==> config.mk <==
export PLATFORM = sky130hd
export DESIGN_NAME = shift_arbiter
export DESIGN_NICKNAME = d
export VERILOG_FILES = /design/src/rtl/shift_arbiter.sv
export SDC_FILE = /design/constraint.sdc
export NUM_CORES = 1
export LEC_CHECK = 0
export ABC_AREA = 1
export CAP_MARGIN = 20
export CORE_UTILIZATION = 39
export CTS_CLUSTER_DIAMETER = 200
export DETAILED_ROUTE_END_ITERATION = 12
export GPL_TIMING_DRIVEN = 1
export PLACE_DENSITY = 0.82
export SYNTH_ARGS = -nofsm -noshare
export SYNTH_HDL_FRONTEND = slang
export SYNTH_SLANG_ARGS = --single-unit
==> constraint.sdc <==
create_clock -name Clk -period 1.8 [get_ports Clk]
set_input_delay 0.54 -clock Clk [delete_from_list [all_inputs] [get_ports Clk]]
set_output_delay 0.54 -clock Clk [all_outputs]
set_load 0.005 [all_outputs]
==> src/rtl/shift_arbiter.sv <==
// -----------------------------------------------------------------------------
// shift_arbiter
//
// Shares one external combinational barrel shifter between two requesters.
// Requests are granted round-robin. The captured operand is presented to the
// shifter for one cycle (ISSUE). The direction-selected result is then
// registered and returned on the granted requester's response channel (RESP).
//
// Handshake semantics (all channels): a transfer happens on a rising edge
// where valid && ready are both high. Here ReqN_ready is combinational from
// the valids, so a source must hold valid and its payload until the transfer.
// RspN_valid/RspN_data stay stable until RspN_ready is seen.
//
// Ports:
//   Clk, Rst_n                 clock, async active-low reset
//   ReqN_valid/ready           request handshake (N = 0, 1)
//   ReqN_dir/amt/data          request payload (dir 1 = left, 0 = right)
//   RspN_valid/ready/data      response handshake and result
//   Sh_dir/amt/data            drive the shared shifter
//   Sh_left/Sh_right           shifter results (combinational from Sh_*)
//   Busy                       FSM not idle
//   Dbg_state                  raw FSM state for observation
// -----------------------------------------------------------------------------
module shift_arbiter #(
  parameter int WIDTH = 32,
  parameter int AMT_W = 5
) (
  input  logic             Clk,
  input  logic             Rst_n,
  input  logic             Req0_valid,
  output logic             Req0_ready,
  input  logic             Req0_dir,
  input  logic [AMT_W-1:0] Req0_amt,
  input  logic [WIDTH-1:0] Req0_data,
  input  logic             Req1_valid,
  output logic             Req1_ready,
  input  logic             Req1_dir,
  input  logic [AMT_W-1:0] Req1_amt,
  input  logic [WIDTH-1:0] Req1_data,
  output logic             Rsp0_valid,
  input  logic             Rsp0_ready,
  output logic [WIDTH-1:0] Rsp0_data,
  output logic             Rsp1_valid,
  input  logic             Rsp1_ready,
  output logic [WIDTH-1:0] Rsp1_data,
  output logic             Sh_dir,
  output logic [AMT_W-1:0] Sh_amt,
  output logic [WIDTH-1:0] Sh_data,
  input  logic [WIDTH-1:0] Sh_left,
  input  logic [WIDTH-1:0] Sh_right,
  output logic             Busy,
  output logic [1:0]       Dbg_state
);

  typedef enum logic [1:0] {
    ST_IDLE  = 2'd0,
    ST_ISSUE = 2'd1,
    ST_RESP  = 2'd2
  } state_t;

  state_t             r_state;
  state_t             w_next_state;
  logic               r_last_grant;
  logic               r_gnt;
  logic               r_dir;
  logic [AMT_W-1:0]   r_amt;
  logic [WIDTH-1:0]   r_data;
  logic [WIDTH-1:0]   r_result;

  logic               w_idle;
  logic               w_issue;
  logic               w_resp;
  logic               w_winner;
  logic               w_req_hs;
  logic               w_rsp_ready;

  assign w_idle  = (r_state == ST_IDLE);
  assign w_issue = (r_state == ST_ISSUE);
  assign w_resp  = (r_state == ST_RESP);

  // Round-robin: on contention the requester not granted last time wins.
  always_comb begin
    w_winner = 1'b0;
    if (Req0_valid && Req1_valid) begin
      w_winner = ~r_last_grant;
    end else if (Req1_valid) begin
      w_winner = 1'b1;
    end
  end

  // Rst_n gates ready so nothing is offered while reset is held, even though
  // the state register already reads IDLE.
  assign Req0_ready = Rst_n & w_idle & Req0_valid & ~w_winner;
  assign Req1_ready = Rst_n & w_idle & Req1_valid &  w_winner;
  assign w_req_hs   = Req0_ready | Req1_ready;

  assign w_rsp_ready = r_gnt ? Rsp1_ready : Rsp0_ready;

  always_comb begin
    w_next_state = r_state;
    case (r_state)
      ST_IDLE:  if (w_req_hs) w_next_state = ST_ISSUE;
      ST_ISSUE: w_next_state = ST_RESP;
      ST_RESP:  if (w_rsp_ready) w_next_state = ST_IDLE;
      default:  w_next_state = ST_IDLE;
    endcase
  end

  always_ff @(posedge Clk or negedge Rst_n) begin
    if (!Rst_n) begin
      r_state      <= ST_IDLE;
      r_last_grant <= 1'b1;
      r_gnt        <= 1'b0;
      r_dir        <= 1'b0;
      r_amt        <= '0;
      r_data       <= '0;
      r_result     <= '0;
    end else begin
      r_state <= w_next_state;
      if (w_idle && w_req_hs) begin
        r_gnt        <= w_winner;
        r_last_grant <= w_winner;
        r_dir        <= w_winner ? Req1_dir  : Req0_dir;
        r_amt        <= w_winner ? Req1_amt  : Req0_amt;
        r_data       <= w_winner ? Req1_data : Req0_data;
      end
      if (w_issue) begin
        r_result <= r_dir ? Sh_left : Sh_right;
      end
    end
  end

  // r_dir only changes on capture, so driving Sh_dir from it directly keeps
  // the last direction outside ISSUE; amount/operand are parked at zero.
  assign Sh_dir  = r_dir;
  assign Sh_amt  = w_issue ? r_amt  : '0;
  assign Sh_data = w_issue ? r_data : '0;

  assign Rsp0_valid = w_resp & ~r_gnt;
  assign Rsp1_valid = w_resp &  r_gnt;
  assign Rsp0_data  = Rsp0_valid ? r_result : '0;
  assign Rsp1_data  = Rsp1_valid ? r_result : '0;

  assign Busy      = ~w_idle;
  assign Dbg_state = r_state;

endmodule
## Word-level counts from Yosys, hierarchy flattened

Cells that the tools add are included.

- Register bits: 74
- Bits of input ports: 146
- Output and inout port bits: 109
- Word-level logic and storage cells: 41

- Equal/unequal tests: 4
- Multiplexer cells: 14
- Bitwise operators: 12
- Reductions and logical operators: 4

Operators by type and width:

| cell | count |
|---|---|
| $mux W32 | 5 |
| $mux W5 | 2 |
| $and A1 B1 Y1 | 7 |
| $pmux W2 S3 | 1 |
| $mux W1 | 4 |
| $mux W2 | 2 |
| $ne A2 B1 Y1 const B | 2 |
| $not A1 Y1 | 4 |
| $eq A2 B1 Y1 const B | 1 |
| $eq A2 B2 Y1 const B | 1 |
| $logic_and A1 B1 Y1 | 2 |
| $logic_not A2 Y1 | 1 |
| $reduce_and A2 Y1 | 1 |
| $or A1 B1 Y1 | 1 |

## Depth between registers and ports, before layout

Gate-level depths: netlist of run 1.

- Word-level depth: 7
- Gate-level depth with buffers: 8
- Mapped depth without buffers: 6

## Worst setup path before layout of run 1

Ideal clock, no wire load.

- Kind: input port to output port
- Start point: in Req0_valid
- End point: out Req0_ready
- Data arrival time: 1125 ps
- Required time: 1260 ps
- Path slack: 135 ps
- Stages: 4
- Path buffers: 1
- Cells stage by stage: nand2_1 -> nand2_1 -> buf_2 -> nor3b_1

- Word-level cells in the longest chain between the ends: 4
- Elaborated cells on any way between the ends: 5
- Classes of those cells: mux (1); bitwise (3); reduce/logical (1)

RTL lines:

| item | line | text |
|---|---|---|
| start, declared | 30 | `input logic Req0_valid,` |
| $logic_and A1 B1 Y1 | 84 | `if (Req0_valid && Req1_valid) begin` |
| $mux W1 | 84 |  |
| $not A1 Y1 | 93 | `assign Req0_ready = Rst_n & w_idle & Req0_valid & ~w_winner;` |
| $and A1 B1 Y1 * | 93 |  |
| end, declared | 31 | `output logic Req0_ready,` |

Every way passes the cells marked *; elsewhere a longest branch is shown, timed or not.

## Worst setup path in the final report of run 1

- Start point: reg r_state[0] (netlist: Dbg_state[0])
- End point: out Rsp0_data[30]

- Word-level cells in the longest chain between the ends: 3

RTL lines:

| item | line | text |
|---|---|---|
| start, declared | 61 | `state_t r_state;` |
| start signal, assigned | 119 | `r_state <= w_next_state;` |
| $eq A2 B2 Y1 | 79 | `assign w_resp = (r_state == ST_RESP);` |
| $and A1 B1 Y1 | 139 | `assign Rsp0_valid = w_resp & ~r_gnt;` |
| $mux W32 | 141 | `assign Rsp0_data = Rsp0_valid ? r_result : '0;` |
| end, declared | 42 | `output logic [WIDTH-1:0] Rsp0_data,` |

No other way between the ends.

==> results.md, run 1 <==
* Layout Skew at 0.0110 ns
* VDD IR max at 0.000753 V
* Setup_tns at -21.97 ns
* Synth Area in Compound Gates at 9.48%
* Clock Path Buffers at 2
* Initial Util at 40.2%
* Crit path max fanout at 8
* Fin crit share at 115%
* Synth warn at 0
* Max-slew violations at 0
* Number of diodes at 0
* Crit path max-delay cell type: dfrtp_1
* Post-Synth XOR/XNOR Area at 0%
* DRT antenna net count at 0
* Mux contribution to synthesized area at 0%
* Clock root buffer: clkbuf_8
* Unique masters post-synth at 16
* Vias in the first global route at 4,581
* Worst setup EP type: output pin
* Grt total ovfl at 0
* Placer Congestion at 0.818
* Leakage power at 3.97 nW
* Core box area at 10,900 µm²
* Total Power at 9.37 mW
* Overall routing resource usage at 25.2%
* Clock buffer count from CTS at 9
* DP HPWL at 10.0 mm
* Fmax at 482 MHz
* DR DRC count at 0
* Met1 GRT Util at 29.9%
* Setup violators final at 106
* Chip width at 108 µm
* CP top delay family: buffers and inverters
* Initial antenna violation count at 1
* Worst path arrival time at 1.54 ns
* CP startpoint kind: flip-flop
* Final Instance Count excl. Fillers at 1,084
* # rows at 38
* Hold WC Path Type: reg2reg
* Post-synthesis sequential area ratio at 42.3%
* Max cap viols at 0
* Area growth syn-to-layout at 70.0%
* Port bufs at 254
* I/O pin count at 255
* Max-Slew Margin vs Limit at 37.6%
* Clock Latency Late Sink at 0.34 ns
* CP Buf/Inv Count at 4
* Failing checks: negative setup slack
* Final WL at 15.2 mm
* Die area at 11,700 µm²
* Depth of the CTS H-tree at 3
* Syn Nets at 820
* Tmin final at 2.08 ns
* Worst-path cell chain: inv_2, nand2_4, nor2_4, clkinv_4, clkbuf_16, nor2_1, buf_2
* Synthesized netlist cell count at 674
* Crit-path max cell delay at 0.39 ns
* Post-synthesis adder-cell area fraction at 0%
* Worst EP required at 1.26 ns
* CTS hold repair buffers at 0
* Clock Sinks at 74
* Largest family of logic cells by synthesized area: simple AND/OR/NAND/NOR gates
* Most Crowded Layer GR: met2
* Slew @ Worst Pin at 0.935 ns
* Pwr dens at 1260 nW/µm²
* Starting DRT DRC Count at 250
* Status: complete, but fails checks
* Synth Area in Simple Gates at 33.8%
* Nets@finish at 1,085
* Via density at 4.74
* Syn Std Cell Area at 4380 µm²
* M3 GR Usage at 6.69%
* #FFs+latches synth at 74
* Fraction of layout cells with a size suffix above 1 at 24.6%
* RSZ-0062 raised after global routing: true
* TritonCTS clock tree: built
* Post-route setup slack at -0.275 ns
* Die Span Y at 108 µm
* Via count at 5,136
* Pin count of the biggest net entering global routing at 75
* Final Hold Viols at 0
* Worst-path clk slew at 0.08 ns
* Initial DRT Pass Iterations at 5
* Dpl cells at 1,050
* Mapped Avg Cell Area at 6.50 µm²
* Routed len/inst at 14.0 µm
* First-pass GRT wire length at 22.7 mm
* Met2 usage at 43.0%
* Worst Setup Path Type: reg2out
## layout make-up
class | instances | area, µm²
Tap cell | 140 | 175
Sequential cell | 74 | 1860
Timing Repair Buffer | 298 | 2560
Multi-Input combinational cell | 446 | 2180
Inverter | 110 | 423
Fill cell | 958 | 3440
Clock inverter | 4 | 97.6
Clock buffer | 12 | 155
## routing by layer
layer,routed length [µm],part of all wire (%),vias to the layer above
met5,12,0.079,-
met4,398,2.6,2
met3,1300,8.5,26
met2,7440,49,218
met1,6050,40,2332
li1,-,-,2558
## tightest hold or removal path, stage by stage, from the launching register on
cell and delay (ns):
dfrtp_1 0.35, nand2_1 0.05, nand2_1 0.05
## synth_stat cells (all sizes together)
library cell	count	area share, %
nand2	232	20
inv	110	9.4
nor2	107	9.3
dfrtp	73	42
nand3	39	4.5
o21ai	35	4.0
buf	33	4.1
o211ai	32	5.5
clkbuf	11	0.94
dfstp	1	0.60
nor3b	1	0.17
## final timing paths
kind	end	slack (ns)	cells past startpoint	startpoint
max in group asynchronous	Dbg_state[1]$_DFFE_PN0P_	0.59	3	Rst_n
hold reg to reg	r_amt[4]$_DFFE_PN0P_	0.48	2	r_amt[4]$_DFFE_PN0P_
min in group asynchronous	r_amt[1]$_DFFE_PN0P_	0.56	3	Rst_n
setup reg to reg	r_data[5]$_DFFE_PN0P_	0.12	8	r_last_grant$_DFFE_PN1P_
hold / removal	r_amt[4]$_DFFE_PN0P_	0.48	2	r_amt[4]$_DFFE_PN0P_
setup / recovery	Rsp0_data[30]	-0.28	7	Dbg_state[0]$_DFFE_PN0P_
## registers in the layout (all words and copies together), names as in the netlist
signal and cells:
r_gnt 1, r_data 32, Dbg_state 2, r_amt 5, r_last_grant 1, Sh_dir 1, r_result 32
## kinds of logic after synthesis
logic type / Yosys count
simple gates: 379
buf+inv: 154
flops: 74
compound gates: 67
## per-stage QoR
step	hold WS [ns]	area (µm²)	setup slack, ns	utilization (%)
after floorplan	0.244	4380	0.135	-
after global placement	0.462	7110	-0.607	65.3
after detailed placement	0.465	7110	-0.628	65.3
after CTS	0.485	7210	-0.315	66.2
after global routing	0.497	7450	-0.384	68.4
final	0.481	7450	-0.275	68.4
## where the power goes
group	total, mW	switching [mW]	internal (mW)
Combinational	4.88	2.82	2.07
Clock	1.62	0.620	0.998
Sequential	2.87	0.375	2.50
## cells in the final DEF, fill, tap and decap left out, types with 2 or more instances in the layout
| cell | netlist | final |
|---|---|---|
| nor2_1 | 105 | 54 |
| o21ai_0 | 35 | 35 |
| clkdlybuf4s15_2 | 0 | 4 |
| nor2_2 | 2 | 26 |
| buf_6 | 1 | 8 |
| buf_16 | 0 | 3 |
| inv_1 | 108 | 104 |
| nand2_4 | 0 | 2 |
| dfrtp_1 | 73 | 71 |
| buf_2 | 26 | 101 |
| clkbuf_8 | 0 | 11 |
| nand2_1 | 232 | 230 |
| dfrtp_2 | 0 | 2 |
| clkbuf_16 | 0 | 3 |
| clkdlybuf4s50_1 | 0 | 143 |
| bufinv_16 | 0 | 3 |
| inv_2 | 2 | 3 |
| nor2_4 | 0 | 27 |
| o211ai_1 | 32 | 32 |
| inv_4 | 0 | 2 |
| dlygate4sd2_1 | 0 | 2 |
| buf_4 | 4 | 27 |
| nand3_1 | 39 | 39 |
| buf_12 | 0 | 4 |
## repair_timing
item                                    in CTS  in global routing
gates cloned                                 4                  3
endpoints found under the setup margin     108                160
resized for setup                          461                 57
buffers inserted                            13                  1
pin swaps                                    7                  3
Note: power is estimated with default switching activity, not from simulation.
==> run 2: changes to the inputs <==
--- a/config.mk
+++ b/config.mk
@@ -7,11 +7,12 @@
 export LEC_CHECK = 0
 export ABC_AREA = 1
 export CAP_MARGIN = 20
-export CORE_UTILIZATION = 39
+export CORE_UTILIZATION = 38
 export CTS_CLUSTER_DIAMETER = 200
 export DETAILED_ROUTE_END_ITERATION = 12
 export GPL_TIMING_DRIVEN = 1
-export PLACE_DENSITY = 0.82
+export PLACE_DENSITY = 0.81
+export SLEW_MARGIN = 20
 export SYNTH_ARGS = -nofsm -noshare
 export SYNTH_HDL_FRONTEND = slang
 export SYNTH_SLANG_ARGS = --single-unit
==> results.md, run 2 (synthesis gave the netlist of run 1 again) <==
* Commonest cells after routing, fill and taps aside: nand2_1, clkdlybuf4s50_1, inv_1, buf_2, dfrtp_1
* CTS hold repair buffers at 0
* VDD IR max at 0.000736 V
* Max cap viols at 0
* Number of diodes at 0
* Final Instance Count excl. Fillers at 1,081
* Chip width at 109 µm
* Failing checks: negative setup slack
* Clock root buffer: clkbuf_16
* Fin crit share at 115%
* Pwr dens at 1270 nW/µm²
* Fin Hold WS at 0.477 ns
* Worst R2R Path Depth at 9
* Overall routing resource usage at 25.5%
* Nets@finish at 1,082
* Die Span Y at 109 µm
* Crit path max-delay cell type: dfrtp_1
* Final Hold Viols at 0
* Crit path max fanout at 16
* Hold Crit Depth at 2
* Port bufs at 254
* CP startpoint kind: flip-flop
* First-pass GRT wire length at 23.1 mm
* CP top delay family: buffers and inverters
* Core Util, Final at 67.9%
* Worst EP required at 1.26 ns
* Post-DP Area at 7120 µm²
* Clock Path Buffers at 2
* Via density at 4.68
* Area growth syn-to-layout at 70.9%
* Hold WC Path Type: reg2reg
* Post-route setup slack at -0.277 ns
* Clock Latency Late Sink at 0.32 ns
* Max-Slew Margin vs Limit at 38.0%
* Worst-path clk slew at 0.06 ns
* DP HPWL at 10.3 mm
* Depth of the CTS H-tree at 3
* DR DRC count at 0
* Placer Congestion at 0.821
* Worst Setup Path Type: reg2out
* Vias in the first global route at 4,658
* Fmax at 481 MHz
* Initial antenna violation count at 0
* Clock buffer count from CTS at 9
* Core box area at 11,000 µm²
* Leading cell type in the layout, fill and taps excluded: nand2_1
* Biggest regs: r_data: 32 flops, r_result: 32 flops, r_amt: 5 flops
* DRT antenna net count at 0
* Clock Sinks at 74
* Fraction of layout cells with a size suffix above 1 at 23.4%
* Grt total ovfl at 0
* Worst-path cell chain: inv_2, nand2_4, nor2_4, inv_4, buf_12, nor2_2, clkdlybuf4s15_2
* RSZ-0062 raised after global routing: true
* Crit-path max cell delay at 0.38 ns
* Slew @ Worst Pin at 0.930 ns
* Setup violators final at 105
* Max-slew violations at 0
* Dpl cells at 1,049
* Via count at 5,063
* TritonCTS clock tree: built
* Initial DRT Pass Iterations at 4
* Leakage power at 4.01 nW
* # rows at 38
* CP Buf/Inv Count at 4
* Routed len/inst at 14.4 µm
* Worst setup EP type: output pin
* Pin count of the biggest net entering global routing at 75
* Final Cell Area at 7490 µm²
* Die area at 12,000 µm²
* Crit. path cell count at 7
* Final WL at 15.5 mm
* Layout Skew at 0.00592 ns
* Starting DRT DRC Count at 286
* Status: complete, but fails checks
* Worst path arrival time at 1.54 ns
* Initial Util at 39.7%
* Setup_tns at -20.25 ns
* I/O pin count at 255
* Tmin final at 2.08 ns
==> run 2: changes by cell type in the layout (fill, tap and decap cells not counted), moves of 4 or more <==
cell	delta
clkbuf_8	-10
buf_6	+6
clkbuf_16	+8
nor2_1	+10
nor2_4	-8
buf_2	-4
buf_4	-8
==> run 2: cell type report <==
type                       instances  area, µm²
clock buffer                      13        250
multi-input combinational        446       2120
timing repair buffer             295       2630
tap                              140        175
fill                             997       3540
sequential                        74       1860
clock inverter                     3       40.0
inverter                         110        423
==> run 2: power by group <==
part           leakage, nW  total [mW]  switching (mW)  internal (mW)
Sequential           0.912        2.88           0.373           2.50
Clock                0.144        1.76           0.647           1.11
Combinational         2.95        4.87            2.76           2.11
==> run 2: worst paths after layout <==
kind                                     startpoint                  endpoint  slack, ns
setup reg to reg           Dbg_state[1]$_DFFE_PN0P_    r_data[11]$_DFFE_PN0P_       0.16
hold / removal                r_data[9]$_DFFE_PN0P_     r_data[9]$_DFFE_PN0P_       0.48
hold reg to reg               r_data[9]$_DFFE_PN0P_     r_data[9]$_DFFE_PN0P_       0.48
setup / recovery           Dbg_state[0]$_DFFE_PN0P_              Rsp1_data[8]      -0.28
min in group asynchronous                     Rst_n     r_data[0]$_DFFE_PN0P_       0.63
max in group asynchronous                     Rst_n  Dbg_state[1]$_DFFE_PN0P_       0.53
==> run 2: timing repair <==
item | in CTS | in global routing
setup endpoints to repair | 149 | 127
pin swaps | 9 | 6
cloned | 6 | 2
setup buffers | 7 | 6
gates resized for setup | 483 | 26
==> run 2: per-stage QoR <==
stage | power [mW] | worst slack (ns)
3_3_place_gp | 7.08 | -0.600
6_report | 9.50 | -0.277
3_5_place_dp | 7.18 | -0.610
2_1_floorplan | 5.10 | 0.135
4_1_cts | 9.31 | -0.281
5_1_grt | 10.2 | -0.343
==> run 2: tightest hold or removal path: stages, from the launching register on <==
cell and delay [ns]:
dfrtp_1 0.34, nand2_1 0.05, nand2_1 0.05
==> run 2: metal layers <==
layer  GRT usage [%]  wire length (µm)  vias up
met5               0                 0        -
met3            6.28              1330       14
met1            30.3              6170     2285
li1                -                 -     2548
met2            45.6              7830      216
met4            7.24               183        0
==> run 3: changes to the inputs <==
--- a/config.mk
+++ b/config.mk
@@ -9,6 +9,7 @@
 export CAP_MARGIN = 20
 export CORE_UTILIZATION = 38
 export CTS_CLUSTER_DIAMETER = 200
+export CTS_CLUSTER_SIZE = 10
 export DETAILED_ROUTE_END_ITERATION = 12
 export GPL_TIMING_DRIVEN = 1
 export PLACE_DENSITY = 0.81
==> constraint.sdc (replaced) <==
create_clock -name Clk -period 2.43 [get_ports Clk]
set_input_delay 0.729 -clock Clk [delete_from_list [all_inputs] [get_ports Clk]]
set_output_delay 0.729 -clock Clk [all_outputs]
set_load 0.005 [all_outputs]
==> results.md, run 3 (synthesis gave the netlist of run 1 again) <==
* Status: finished, final reports clean
* Clock Path Buffers at 2
* Worst setup EP type: output pin
* Fin crit share at 95.8%
* Initial DRT Pass Iterations at 4
* Setup violators final at 0
* Via count at 4,872
* # rows at 38
* Grt total ovfl at 0
* Routed len/inst at 12.8 µm
* Chip width at 109 µm
* Die area at 12,000 µm²
* Multi-input gate area at 1930 µm²
* Depth of the CTS H-tree at 3
* Worst path arrival time at 1.60 ns
* Fillcell total at 1,043
* CP Buf/Inv Count at 3
* Leakage power at 4.10 nW
* Slew @ Worst Pin at 0.917 ns
* CTS hold repair buffers at 0
* Clock root buffer: clkbuf_16
* Setup_tns at 0 ns
* VDD IR max at 0.000598 V
* Max-Slew Margin vs Limit at 38.9%
* Overall routing resource usage at 22.9%
* Vias in the first global route at 4,428
* Via density at 4.59
* Area growth syn-to-layout at 67.2%
* Post-DP Area at 7090 µm²
* Starting DRT DRC Count at 259
* Placer Congestion at 0.821
* Port bufs at 254
* Pin count of the biggest net entering global routing at 75
* Crit path max-delay cell type: dfrtp_2
* Clock Latency Late Sink at 0.32 ns
* Tmin final at 2.33 ns
* Max cap viols at 0
* Core Util, Final at 66.4%
* Clock buffer count from CTS at 9
* Initial antenna violation count at 0
* Clock Sinks at 74
* DR DRC count at 0
* First-pass GRT wire length at 21.0 mm
* Flop2flop setup slack at 0.92 ns
* DP HPWL at 10.2 mm
* Nets@finish at 1,063
* CP startpoint kind: flip-flop
* Worst-path clk slew at 0.06 ns
* Crit-path max cell delay at 0.45 ns
* Biggest regs: r_data: 32 flops, r_result: 32 flops, r_amt: 5 flops
* Fmax at 430 MHz
* Worst Setup Path Type: reg2out
* Final Cell Area at 7330 µm²
* Fraction of layout cells with a size suffix above 1 at 6.62%
* Crit path max fanout at 16
* Pwr dens at 875 nW/µm²
* Worst-path cell chain: nor2_4, inv_2, bufbuf_16, nor2_1, dlygate4sd2_1
* DRT antenna net count at 0
* Layout Skew at 0.00909 ns
* Final Hold Viols at 0
* FF+latch area at 1860 µm²
* Hold WC Path Type: reg2reg
* TritonCTS clock tree: built
* I/O pin count at 255
* Worst EP required at 1.70 ns
* RSZ-0062 raised after global routing: false
* Commonest cells after routing, fill and taps aside: nand2_1, clkdlybuf4s50_1, inv_1, nor2_1, dlygate4sd2_1
* Die Span Y at 109 µm
* CP top delay family: buffers and inverters
* Final WL at 13.6 mm
* Leading cell type in the layout, fill and taps excluded: nand2_1
* Core box area at 11,000 µm²
* Max-slew violations at 0
* Initial Util at 39.7%
* Number of diodes at 0
## run 3: cell types whose count changed in the layout (fill, tap and decap cells not counted), moves of 5 or more
cell             previous run  this run
buf_2                      97         1
dlygate4sd2_1               2        97
nor2_1                     64        99
nor2_4                     19         1
nor2_2                     24         7
buf_6                      14         0
buf_16                      5         0
clkdlybuf4s15_2             5         0
clkdlybuf4s50_1           143       148
## run 3: worst paths after layout
check,from,endpoint,depth (start not counted)
max,Dbg_state[1]$_DFFE_PN0P_,Sh_data[18],5
min,r_data[17]$_DFFE_PN0P_,r_data[17]$_DFFE_PN0P_,2
max reg2reg,Dbg_state[1]$_DFFE_PN0P_,r_result[9]$_DFFE_PN0N_,4
min reg2reg,r_data[17]$_DFFE_PN0P_,r_data[17]$_DFFE_PN0P_,2
max in group asynchronous,Rst_n,Sh_dir$_DFFE_PN0P_,3
min in group asynchronous,Rst_n,r_data[1]$_DFFE_PN0P_,3
## run 3: layer usage
| layer | part of all wire, % | GRT usage [%] |
|---|---|---|
| met5 | 0 | 0 |
| met4 | 1.1 | 6.38 |
| met3 | 9.4 | 6.46 |
| met2 | 49 | 39.7 |
| met1 | 41 | 27.7 |
## run 3: area by class of cell
class	instances	share of cell area (%)
Multi-Input combinational cell	446	26.3
Clock buffer	10	3.26
Tap cell	140	2.39
Sequential cell	74	25.3
Inverter	110	5.63
Timing Repair Buffer	276	36.2
Clock inverter	6	0.905
## run 3: worst reg2reg max path, cell delays in order (launching register included)
cell and delay [ns]:
dfrtp_2 0.45, nor2_4 0.13, buf_4 0.47, o211ai_1 0.23, o21ai_0 0.13
## run 3: metrics by stage
stage / hold slack (ns) / power [mW] / worst slack, ns / instances
CTS: 0.481 / 6.48 / -0.126 / 1061
detailed placement: 0.465 / 5.27 / -0.400 / 1044
finish: 0.476 / 6.42 / 0.103 / 1062
global placement: 0.463 / 5.19 / -0.376 / 1044
floorplan: 0.433 / 3.78 / 0.387 / 674
global route: 0.498 / 6.98 / 0.00152 / 1062
## run 3: what timing repair did
action                     4_1_cts  5_1_grt
resized for setup              116       10
setup endpoints to repair      103        7
pin swaps                        0        0
cloned                           1        0
buffers inserted                 0        1
## run 3: power by group
group          internal, mW  leakage, nW  switching (mW)
clock                 0.822        0.141           0.487
sequential             1.85        0.912           0.273
combinational          1.30         3.04            1.68
